**config.mk**
```make
export PLATFORM = sky130hd
export DESIGN_NAME = ex_mem_pipe_reg
export DESIGN_NICKNAME = d
export VERILOG_FILES = /design/src/rtl/ex_mem_pipe_reg.sv
export SDC_FILE = /design/constraint.sdc
export NUM_CORES = 1
export LEC_CHECK = 0
export CAP_MARGIN = 20
export CELL_PAD_IN_SITES_DETAIL_PLACEMENT = 0
export CELL_PAD_IN_SITES_GLOBAL_PLACEMENT = 1
export CORE_MARGIN = 2
export CORE_UTILIZATION = 33
export CTS_CLUSTER_SIZE = 24
export DETAILED_ROUTE_END_ITERATION = 10
export PLACE_DENSITY = 0.81
export SKIP_LAST_GASP = 1
export SLEW_MARGIN = 30
export SYNTH_ARGS = -nofsm -noshare
export SYNTH_HDL_FRONTEND = slang
export SYNTH_SLANG_ARGS = --single-unit
```
**constraint.sdc**
```tcl
create_clock -name clk -period 1.88 [get_ports clk]
set_input_delay 0.376 -clock clk [delete_from_list [all_inputs] [get_ports clk]]
set_output_delay 0.376 -clock clk [all_outputs]
set_load 0.01 [all_outputs]
```
**src/rtl/ex_mem_pipe_reg.sv**
```systemverilog
// ex_mem_pipe_reg: EX->MEM pipeline register with 2-entry skid buffer, branch redirect and wrong-path squash
// Ports: clk/reset (sync, active-high); in_valid/in_ready + ex_* beat from execute;
//        out_valid/out_ready + mem_* registered beat to memory; redirect_valid/redirect_pc/flush_upstream pulse.
module ex_mem_pipe_reg #(
  parameter int XLEN = 64,
  parameter int SQUASH_DEPTH = 2
) (
  input  logic            clk,
  input  logic            reset,
  input  logic            in_valid,
  output logic            in_ready,
  input  logic [XLEN-1:0] ex_alu_result,
  input  logic            ex_zero,
  input  logic [XLEN-1:0] ex_branch_tgt,
  input  logic            ex_branch,
  input  logic [XLEN-1:0] ex_store_data,
  input  logic [4:0]      ex_rd,
  input  logic [3:0]      ex_ctrl,
  output logic            out_valid,
  input  logic            out_ready,
  output logic [XLEN-1:0] mem_alu_result,
  output logic [XLEN-1:0] mem_store_data,
  output logic [4:0]      mem_rd,
  output logic [3:0]      mem_ctrl,
  output logic            redirect_valid,
  output logic [XLEN-1:0] redirect_pc,
  output logic            flush_upstream
);
  localparam int CW = $clog2(SQUASH_DEPTH + 1);
  localparam logic [CW-1:0] SQ = CW'(SQUASH_DEPTH);
  typedef enum logic [1:0] {EMPTY, ONE, FULL} state_t;
  state_t state, state_nx;
  logic [CW-1:0] cnt;
  logic [XLEN-1:0] skid_alu, skid_sd;
  logic [4:0] skid_rd;
  logic [3:0] skid_ctrl, in_ctrl;
  logic accept, xfer, squash, store, taken, load_main, load_skid, move;
  // in_ready depends only on registered state, so there is no path from out_ready
  assign in_ready  = state != FULL;
  assign out_valid = state != EMPTY;
  assign accept    = in_valid & in_ready;
  assign xfer      = out_valid & out_ready;
  // wrong-path beats are consumed but never stored
  assign squash    = accept & (cnt != '0);
  assign store     = accept & ~squash;
  assign taken     = store & ex_branch & ex_zero;
  // branches carry no register/memory side effects into MEM
  assign in_ctrl   = ex_branch ? 4'b0 : ex_ctrl;
  always_comb begin
    state_nx  = state;
    load_main = 1'b0;
    load_skid = 1'b0;
    move      = 1'b0;
    state_nx  = state == EMPTY ? (store ? ONE : EMPTY) :
                state == ONE   ? (store ? (xfer ? ONE : FULL) : (xfer ? EMPTY : ONE)) :
                                 (xfer ? ONE : FULL);
    load_main = store & (state == EMPTY | (state == ONE & xfer));
    load_skid = store & state == ONE & ~xfer;
    move      = state == FULL & xfer;
  end
  always_ff @(posedge clk) begin
    if (reset) begin
      state          <= EMPTY;
      cnt            <= '0;
      mem_alu_result <= '0;
      mem_store_data <= '0;
      mem_rd         <= '0;
      mem_ctrl       <= '0;
      skid_alu       <= '0;
      skid_sd        <= '0;
      skid_rd        <= '0;
      skid_ctrl      <= '0;
      redirect_valid <= 1'b0;
      redirect_pc    <= '0;
      flush_upstream <= 1'b0;
    end else begin
      state          <= state_nx;
      cnt            <= taken ? SQ : squash ? cnt - CW'(1) : cnt;
      redirect_valid <= taken;
      flush_upstream <= taken;
      redirect_pc    <= taken ? ex_branch_tgt : '0;
      if (load_main) begin
        mem_alu_result <= ex_alu_result;
        mem_store_data <= ex_store_data;
        mem_rd         <= ex_rd;
        mem_ctrl       <= in_ctrl;
      end else if (move) begin
        mem_alu_result <= skid_alu;
        mem_store_data <= skid_sd;
        mem_rd         <= skid_rd;
        mem_ctrl       <= skid_ctrl;
      end
      if (load_skid) begin
        skid_alu  <= ex_alu_result;
        skid_sd   <= ex_store_data;
        skid_rd   <= ex_rd;
        skid_ctrl <= in_ctrl;
      end
    end
  end
endmodule

```
==> results.cfg, run 1 <==
[run_status]
status = finished clean

[worst_setup_path]
path_buf_inv = 1
critPathLaunchType = register
arrival_ps = 1460
cp_max_fo = 2
critPathKind = reg -> out
path_delay_family = buffers and inverters
reg2reg_slack_ps = 100
cp-startpoint = mem_alu_result[58]$_SDFFE_PP0P_
endpoint_kind = primary output
slowest_delay_ps = 560
cp.required_ps = 1500
timing.rr.start = cnt[0]$_SDFFE_PP0P_
cpMaxStageDelayCell = clkdlybuf4s50_1
path_cells = clkdlybuf4s50_1
rr_worst_depth = 9
reg2reg_to = mem_store_data[34]$_SDFFE_PP0P_

[worst_hold_path]
holdCritPathClass = in -> reg
hold_end = cnt[1]$_SDFFE_PP0P_
whs_path_depth = 2
min_from = reset

[layout]
fin_cells = 2461
final_core_util_pct = 51.3
fin_nets = 2128
syn_to_final_growth_pct = 53.2
drive_above_1_share_pct = 8.06
final_cell_area_um2 = 19300

[place]
dp.cells = 2374
place_congestion = 0.773
hpwlAfterDp_um = 26100
io_buffers = 411
place_area_um2 = 17500

[synth]
yosysTopAreaCell = dfxtp_1
syn_avg_cell_area_um2 = 8.26
ys_warn_count = 0
ys_types = 29
yosysSeqAreaShare_pct = 54.6
synth_area_leaders = dfxtp_1 55%, nand2_1 16%, a311oi_1 9.5%
synthMostInstantiatedCell = nand2_1
synth_edf_count = 0
synthTopCellsByCount = 546 x nand2_1, 343 x dfxtp_1, 144 x a21oi_1, 137 x a311oi_1, 136 x nor2_1
netlist_area_um2 = 12600
synthArstFlopShare_pct = 0
synth_ff_type = dfxtp_1
synth_cells = 1524
syn_nets = 1732
ys_seq_elements = 343
yosys.area.top_type_share_pct = 54.6

[clock_tree]
clkTransAtPathRegs_ps = 60
cts_sinks = 343
ctsHtreeMaxLevel = 2
clock_latency_ps = 550
cts_made_buffers = 39
cts_root_buffer = clkbuf_16
cts_tree = done
ctsLongestPathBuffers = 3

[sta]
worst_pin_slew_ps = 424
hold_slack_ps = 258
maxSlewViolCount = 0
hold_viol = 0
relSlewSlack_pct = 71.7
period_needed_ps = 1840
clock.fmax_ghz = 0.545
setup_violations = 0
fin_crit_sh_pct = 97.7
fin_skew_ps = 18.5

[detailed_routing]
firstDrtPassIters = 5
wl_um = 41200
post_drt_wl_per_cell_um = 16.8
drtIter0Drc = 698
vias = 11900
via_per_inst = 4.83
drc = 0
antenna_left = 0

[floorplanning]
num_io_pins = 412
die_h_um = 199
rows = 71
fp.dieArea_um2 = 39700
core_area_um2 = 37600
start_util_pct = 33.5
die_w_um = 199

[global_route]
grt_max_degree = 87
grt_pass1_wl_um = 59900
antenna_found_initial = 2
grt_pass1_vias = 11000
track_usage_pct = 19.0
grt.overflow.total = 0

[power]
p_total_mw = 20.4
power_leakage_nw = 7.13
cellPowerDensity_nw_per_um2 = 1060
ir_worst_vdd_uv = 708

[flow_run]
drv_cap = 0
cells by family (layout without fill, tap and decap cells):
group / after synthesis / after routing / share of synthesized area, %
muxes: 1 / 1 / 0.0895
other: 0 / 2 / 0
adders and majority gates: 1 / 1 / 0.0994
xor gates and xnor gates: 1 / 1 / 0.0696
and+or+nand+nor: 762 / 762 / 24.4
AOI/OAI and AO/OA: 283 / 283 / 15.4
DFF: 343 / 343 / 54.6
buffers and inverters: 133 / 557 / 5.43
what timing repair did:
action / CTS / global route
hold buffers: 0 / 0
pin swaps: 0 / 13
gates cloned: 0 / 12
resized for setup: 21 / 33
setup buffers: 1 / 3
endpoints found under the setup margin: 18 / 84
state kept, by name, summed over array words and instances (netlist names):
signal and flops:
mem_alu_result 64, skid_ctrl 4, mem_store_data 64, flush_upstream 1, mem_rd 5, skid_sd 64
redirect_pc 64, state 2, mem_ctrl 4, cnt 2, skid_rd 5, skid_alu 64
layer usage:
layer  global-route usage, %  wire, um  vias to the layer above
met1                    23.8     17300                     5607
met4                    7.60      1090                        2
met3                    6.19      3400                       67
met2                    30.1     19400                      348
met5                       0        13                        -
li1                        -         -                     5866
metrics by stage:
stage,setup slack (ps),setup TNS (ps)
2_1_floorplan,338,0
5_1_grt,-9.68,-20.1
6_report,44.0,0
3_5_place_dp,-207,-37410
4_1_cts,-29.0,-29.0
3_3_place_gp,-147,-26490
cell usage in the layout, fill, tap and decap left out, types with 2 or more instances in the layout:
| cell | n |
|---|---|
| nand3_1 | 4 |
| nor2_1 | 135 |
| bufinv_16 | 3 |
| dlymetal6s2s_1 | 12 |
| clkbuf_1 | 6 |
| a311oi_2 | 9 |
| clkbuf_8 | 12 |
| buf_16 | 5 |
| clkdlybuf4s50_1 | 380 |
| dfxtp_1 | 342 |
| and2_4 | 2 |
| and2_1 | 64 |
| dlygate4sd2_1 | 16 |
| nand2_1 | 545 |
| inv_1 | 4 |
| clkinv_2 | 8 |
| diode_2 | 2 |
| a311oi_1 | 128 |
| clkbuf_16 | 53 |
| buf_4 | 30 |
| buf_12 | 25 |
| a21oi_1 | 144 |
power by group:
part / total [mW] / internal [mW] / switching, mW / leakage [nW]
Combinational: 4.22 / 2.26 / 1.97 / 3.67
Clock: 7.83 / 4.81 / 3.02 / 0.665
Sequential: 8.29 / 7.93 / 0.363 / 2.80
Total: 20.4 / 15.0 / 5.35 / 7.13
worst max path at each step:
| stage | to | slack, ps | depth (start not counted) |
|---|---|---|---|
| floorplan | mem_store_data[52]$_SDFFE_PP0P_ | 340 | 7 |
| global placement | mem_store_data[43]$_SDFFE_PP0P_ | -150 | 7 |
| detailed placement | mem_alu_result[23]$_SDFFE_PP0P_ | -210 | 7 |
| CTS | in_ready | -30 | 3 |
| global route | mem_store_data[53]$_SDFFE_PP0P_ | -10 | 9 |
| finish | mem_alu_result[58] | 40 | 1 |
final cells by class:
cell class | count | area [um^2]
fill | 3463 | 18300
multi-input combinational | 1048 | 5120
inverter | 4 | 15.0
clock buffer | 58 | 1200
timing repair buffer | 484 | 5300
tap | 511 | 639
sequential | 343 | 6870
clock inverter | 11 | 130
antenna | 2 | 5.00
(Power assumes the default switching activity.)
==> inputs of run 2 (changes only) <==
CORE_ASPECT_RATIO = 1.4   (was unset)
==> results.cfg, run 2 (same netlist as run 1, synthesis figures left out) <==
[detailed_routing]
drc = 0
post_drt_wl_per_cell_um = 17.3
firstDrtPassIters = 5
antenna_left = 0
drtIter0Drc = 742
top_layer_used = met4
wl_met1_um = 15900
wl_um = 41500
vias = 11900
wl_met3_um = 3090
via_per_inst = 4.96
met2RoutedLength_um = 21000

[clock_tree]
cts-hold-fix-buffers = 0
clock_latency_ps = 520
cts_root_buffer = clkbuf_16
cts_tree = done
ctsLongestPathBuffers = 3
ctsHtreeMaxLevel = 2
cts_sinks = 343
cts_made_buffers = 36
clkTransAtPathRegs_ps = 60

[floorplanning]
rows = 84
die_h_um = 235
core_area_um2 = 37600
fp.dieArea_um2 = 39700
num_io_pins = 412
die_w_um = 169
start_util_pct = 33.4

[worst_setup_path]
cpMaxStageDelayCell = clkdlybuf4s50_1
endpoint_kind = primary output
cp_max_fo = 2
path_delay_family = buffers and inverters
critPathKind = reg -> out
arrival_ps = 1470
cp.required_ps = 1500
path_buf_inv = 1
slowest_delay_ps = 560
critPathLaunchType = register
path_cells = clkdlybuf4s50_1
cp-startpoint = mem_alu_result[18]$_SDFFE_PP0P_
timing.rr.start = cnt[0]$_SDFFE_PP0P_

[layout]
multi_input_area_um2 = 5060
final_cell_mix = 545 x nand2_1, 396 x clkdlybuf4s50_1, 340 x dfxtp_1
register_area_um2 = 6870
fillers = 3546
drive_above_1_share_pct = 6.34
fin_cells = 2400
syn_to_final_growth_pct = 48.0
layout_commonest_cell = nand2_1
fin_nets = 2107

[global_route]
grt.overflow.total = 0
grt_pass1_wl_um = 63500
track_usage_pct = 20.1
grt_pass1_vias = 11500
grt_max_degree = 108
antenna_found_initial = 3

[sta]
relSlewSlack_pct = 66.6
fin_skew_ps = 6.00
setup_violations = 0
setup_tns_ps = 0
clock.fmax_ghz = 0.542
maxSlewViolCount = 0
period_needed_ps = 1840
hold_viol = 0
fin_ws_ps = 36.1
rsz0062_at_grt = yes
worst_pin_slew_ps = 501
fin_crit_sh_pct = 98.1
hold_slack_ps = 277

[place]
place_ws_ps = -193
place_congestion = 0.779
dp.cells = 2332
hpwlAfterDp_um = 28600
io_buffers = 411

[power]
cellPowerDensity_nw_per_um2 = 1040
power_leakage_nw = 6.67
ir_worst_vdd_uv = 838

[run_status]
status = finished clean

[flow_run]
drv_cap = 0

[worst_hold_path]
min_from = reset
holdCritPathClass = in -> reg
run 2: cell types whose count changed in the layout (fill, tap and decap cells not counted), sizes merged:
cell,before,now
buf,61,55
bufinv,3,2
clkbuf,71,54
clkdlybuf4s15,2,1
clkdlybuf4s50,380,396
clkinv,8,2
clkinvlp,0,4
diode,2,4
dlygate4sd2,16,10
dlymetal6s2s,12,3
inv,4,5
run 2: metal layers:
metal | track usage [%] | vias to the layer above
li1 | - | 5807
met1 | 22.1 | 5580
met2 | 36.0 | 452
met3 | 5.71 | 75
met4 | 8.24 | 0
met5 | 0 | -
run 2: worst register-to-register path: cells and delay by family, from the launching register on:
kind                       cells  cell delay [ps]
AOI/OAI and AO/OA              1              250
adders and majority gates      1              210
buffers and inverters          3              500
DFF                            1              310
and+or+nand+nor                3              400
run 2: stage by stage:
step                      power, mW  instance area (um^2)  utilization [%]
final                          19.3                 18600             49.5
after global routing           20.1                 18600             49.5
after CTS                      19.5                 18600             49.3
after detailed placement       12.3                 17400             46.2
after global placement         12.2                 17400             46.2
after floorplan                10.0                 12600                -
run 2: what timing repair did:
item	4_1_cts	5_1_grt
gates cloned	0	0
buffers inserted	1	1
gates resized for setup	14	10
setup endpoints to repair	12	22
run 2: report_power, final:
| group | switching, mW | leakage, nW | internal (mW) |
|---|---|---|---|
| Combinational | 1.80 | 3.29 | 1.99 |
| Clock | 2.95 | 0.572 | 4.25 |
| Sequential | 0.378 | 2.80 | 7.93 |
| Total | 5.13 | 6.67 | 14.2 |
run 2: area by class of cell:
class	instances	share of cell area [%]
Multi-Input combinational cell	1048	27.2
Antenna cell	4	0.0538
Clock buffer	53	5.78
Sequential cell	343	36.9
Clock inverter	9	0.598
Inverter	4	0.0807
Tap cell	473	3.18
Timing Repair Buffer	466	26.2
run 2: path summary, 6_finish.rpt:
path         cells after the start                              end  slack (ps)
max                              1               mem_alu_result[18]          40
min                              2        skid_alu[52]$_SDFFE_PP0P_         280
max reg2reg                      8  mem_alu_result[31]$_SDFFE_PP0P_         120
min reg2reg                      2         skid_alu[9]$_SDFFE_PP0P_         450
==> inputs of run 3 (changes only) <==
GPL_TIMING_DRIVEN = 0   (was unset)
SLEW_MARGIN = unset   (was 30)
clock period = 1.89 ns   (was 1.88 ns; I/O delays follow)
==> results.cfg, run 3 (same netlist as run 1, synthesis figures left out) <==
[place]
place_area_um2 = 17300
io_buffers = 410
place_congestion = 0.847
hpwlAfterDp_um = 33600

[sta]
period_needed_ps = 1860
clock.fmax_ghz = 0.536
hold_slack_ps = 415
worst_pin_slew_ps = 877
maxSlewViolCount = 0
hold_viol = 0
fin_skew_ps = 10.9
setup_violations = 0
setup_tns_ps = 0
rsz0062_at_grt = yes
relSlewSlack_pct = 41.6
fin_crit_sh_pct = 98.6

[clock_tree]
cts_root_buffer = clkbuf_16
cts_made_buffers = 35
clock_latency_ps = 530
ctsHtreeMaxLevel = 2
ctsLongestPathBuffers = 3
cts-hold-fix-buffers = 0
cts_sinks = 343
clkTransAtPathRegs_ps = 60
cts_tree = done

[worst_setup_path]
critPathLaunchType = register
arrival_ps = 1490
slowest_delay_ps = 370
path_buf_inv = 1
cp_max_fo = 8
endpoint_kind = primary output
path_cells = or2_2, dlygate4sd2_1
cp.required_ps = 1510
path_delay_family = flip-flops
critPathKind = reg -> out
cpMaxStageDelayCell = dfxtp_4

[floorplanning]
die_w_um = 169
rows = 84
fp.dieArea_um2 = 39700
start_util_pct = 33.4
num_io_pins = 412
core_area_um2 = 37600
die_h_um = 235

[power]
p_total_mw = 19.2
swShare_pct = 26.9
ir_worst_vdd_uv = 784
intPower_mw = 14.0
clockPowerShare_pct = 36.6
cellPowerDensity_nw_per_um2 = 1030
pwr-share-comb_pct = 20.2
power_leakage_nw = 6.75
power.share.sequential_pct = 43.1
p_sw_mw = 5.16

[detailed_routing]
wl_um = 45300
antenna_left = 0
post_drt_wl_per_cell_um = 18.3
drc = 0
vias = 12200
via_per_inst = 4.95
firstDrtPassIters = 5
drtIter0Drc = 639

[global_route]
track_usage_pct = 21.9
grt_max_degree = 15
grt.overflow.total = 0
grt_pass1_wl_um = 68400
grt_pass1_vias = 12000
antenna_found_initial = 1

[worst_hold_path]
holdCritPathClass = in -> reg

[layout]
layout_commonest_cell = nand2_1
fin_nets = 2184
syn_to_final_growth_pct = 48.2
antennaDiodeCount = 0
final_cell_mix = 546 x nand2_1, 397 x clkdlybuf4s50_1, 338 x dfxtp_1
drive_above_1_share_pct = 8.41
final_cell_area_um2 = 18600

[run_status]
status = finished clean

[flow_run]
drv_cap = 0
-- run 3: timing repair --
item                       4_1_cts  5_1_grt
resized for setup               41       62
setup buffers                    1        3
pin swaps                        2        1
gates cloned                     0        1
setup endpoints to repair      210      269
-- run 3: power by group through the flow --
| stage | logic (mW) | clock network [mW] | registers (mW) |
|---|---|---|---|
| 5_1_grt | 4.21 | 7.41 | 8.33 |
| 3_5_place_dp | 3.77 | 0 | 8.42 |
| 2_1_floorplan | 1.37 | 0 | 8.58 |
| 4_1_cts | 3.82 | 7.18 | 8.27 |
| 6_report | 3.88 | 7.02 | 8.27 |
| 3_3_place_gp | 3.73 | 0 | 8.41 |
-- run 3: metal layers --
metal	routed length, um	up-vias	track usage (%)
li1	-	5974	-
met1	17000	5722	24.0
met2	23500	456	40.5
met3	3400	76	5.93
met4	1340	2	6.99
met5	13	-	0
-- run 3: worst paths after layout --
path	slack (ps)	depth (start not counted)	startpoint	to
setup / recovery	30	2	state[1]$_SDFF_PP0_	out_valid
hold reg to reg	450	2	skid_sd[8]$_SDFFE_PP0P_	skid_sd[8]$_SDFFE_PP0P_
setup reg to reg	50	8	cnt[0]$_SDFFE_PP0P_	redirect_pc[7]$_SDFF_PP0_
hold / removal	420	2	ex_branch_tgt[31]	redirect_pc[31]$_SDFF_PP0_
-- run 3: final cells by class --
cell class,instances,area (um^2)
Sequential cell,343,6880
Tap cell,473,592
Clock buffer,53,1040
Multi-Input combinational cell,1048,5090
Clock inverter,5,100
Fill cell,3663,19000
Timing Repair Buffer,415,4140
Inverter,4,15.0
Buffer,129,791
-- run 3: metrics by stage --
stage	instances	worst slack [ps]	util [%]
2_1_floorplan	1524	348	-
3_3_place_gp	2407	-740	45.9
3_5_place_dp	2407	-737	45.9
4_1_cts	2466	-26.9	49.1
5_1_grt	2470	-37.8	49.5
6_report	2470	26.0	49.5
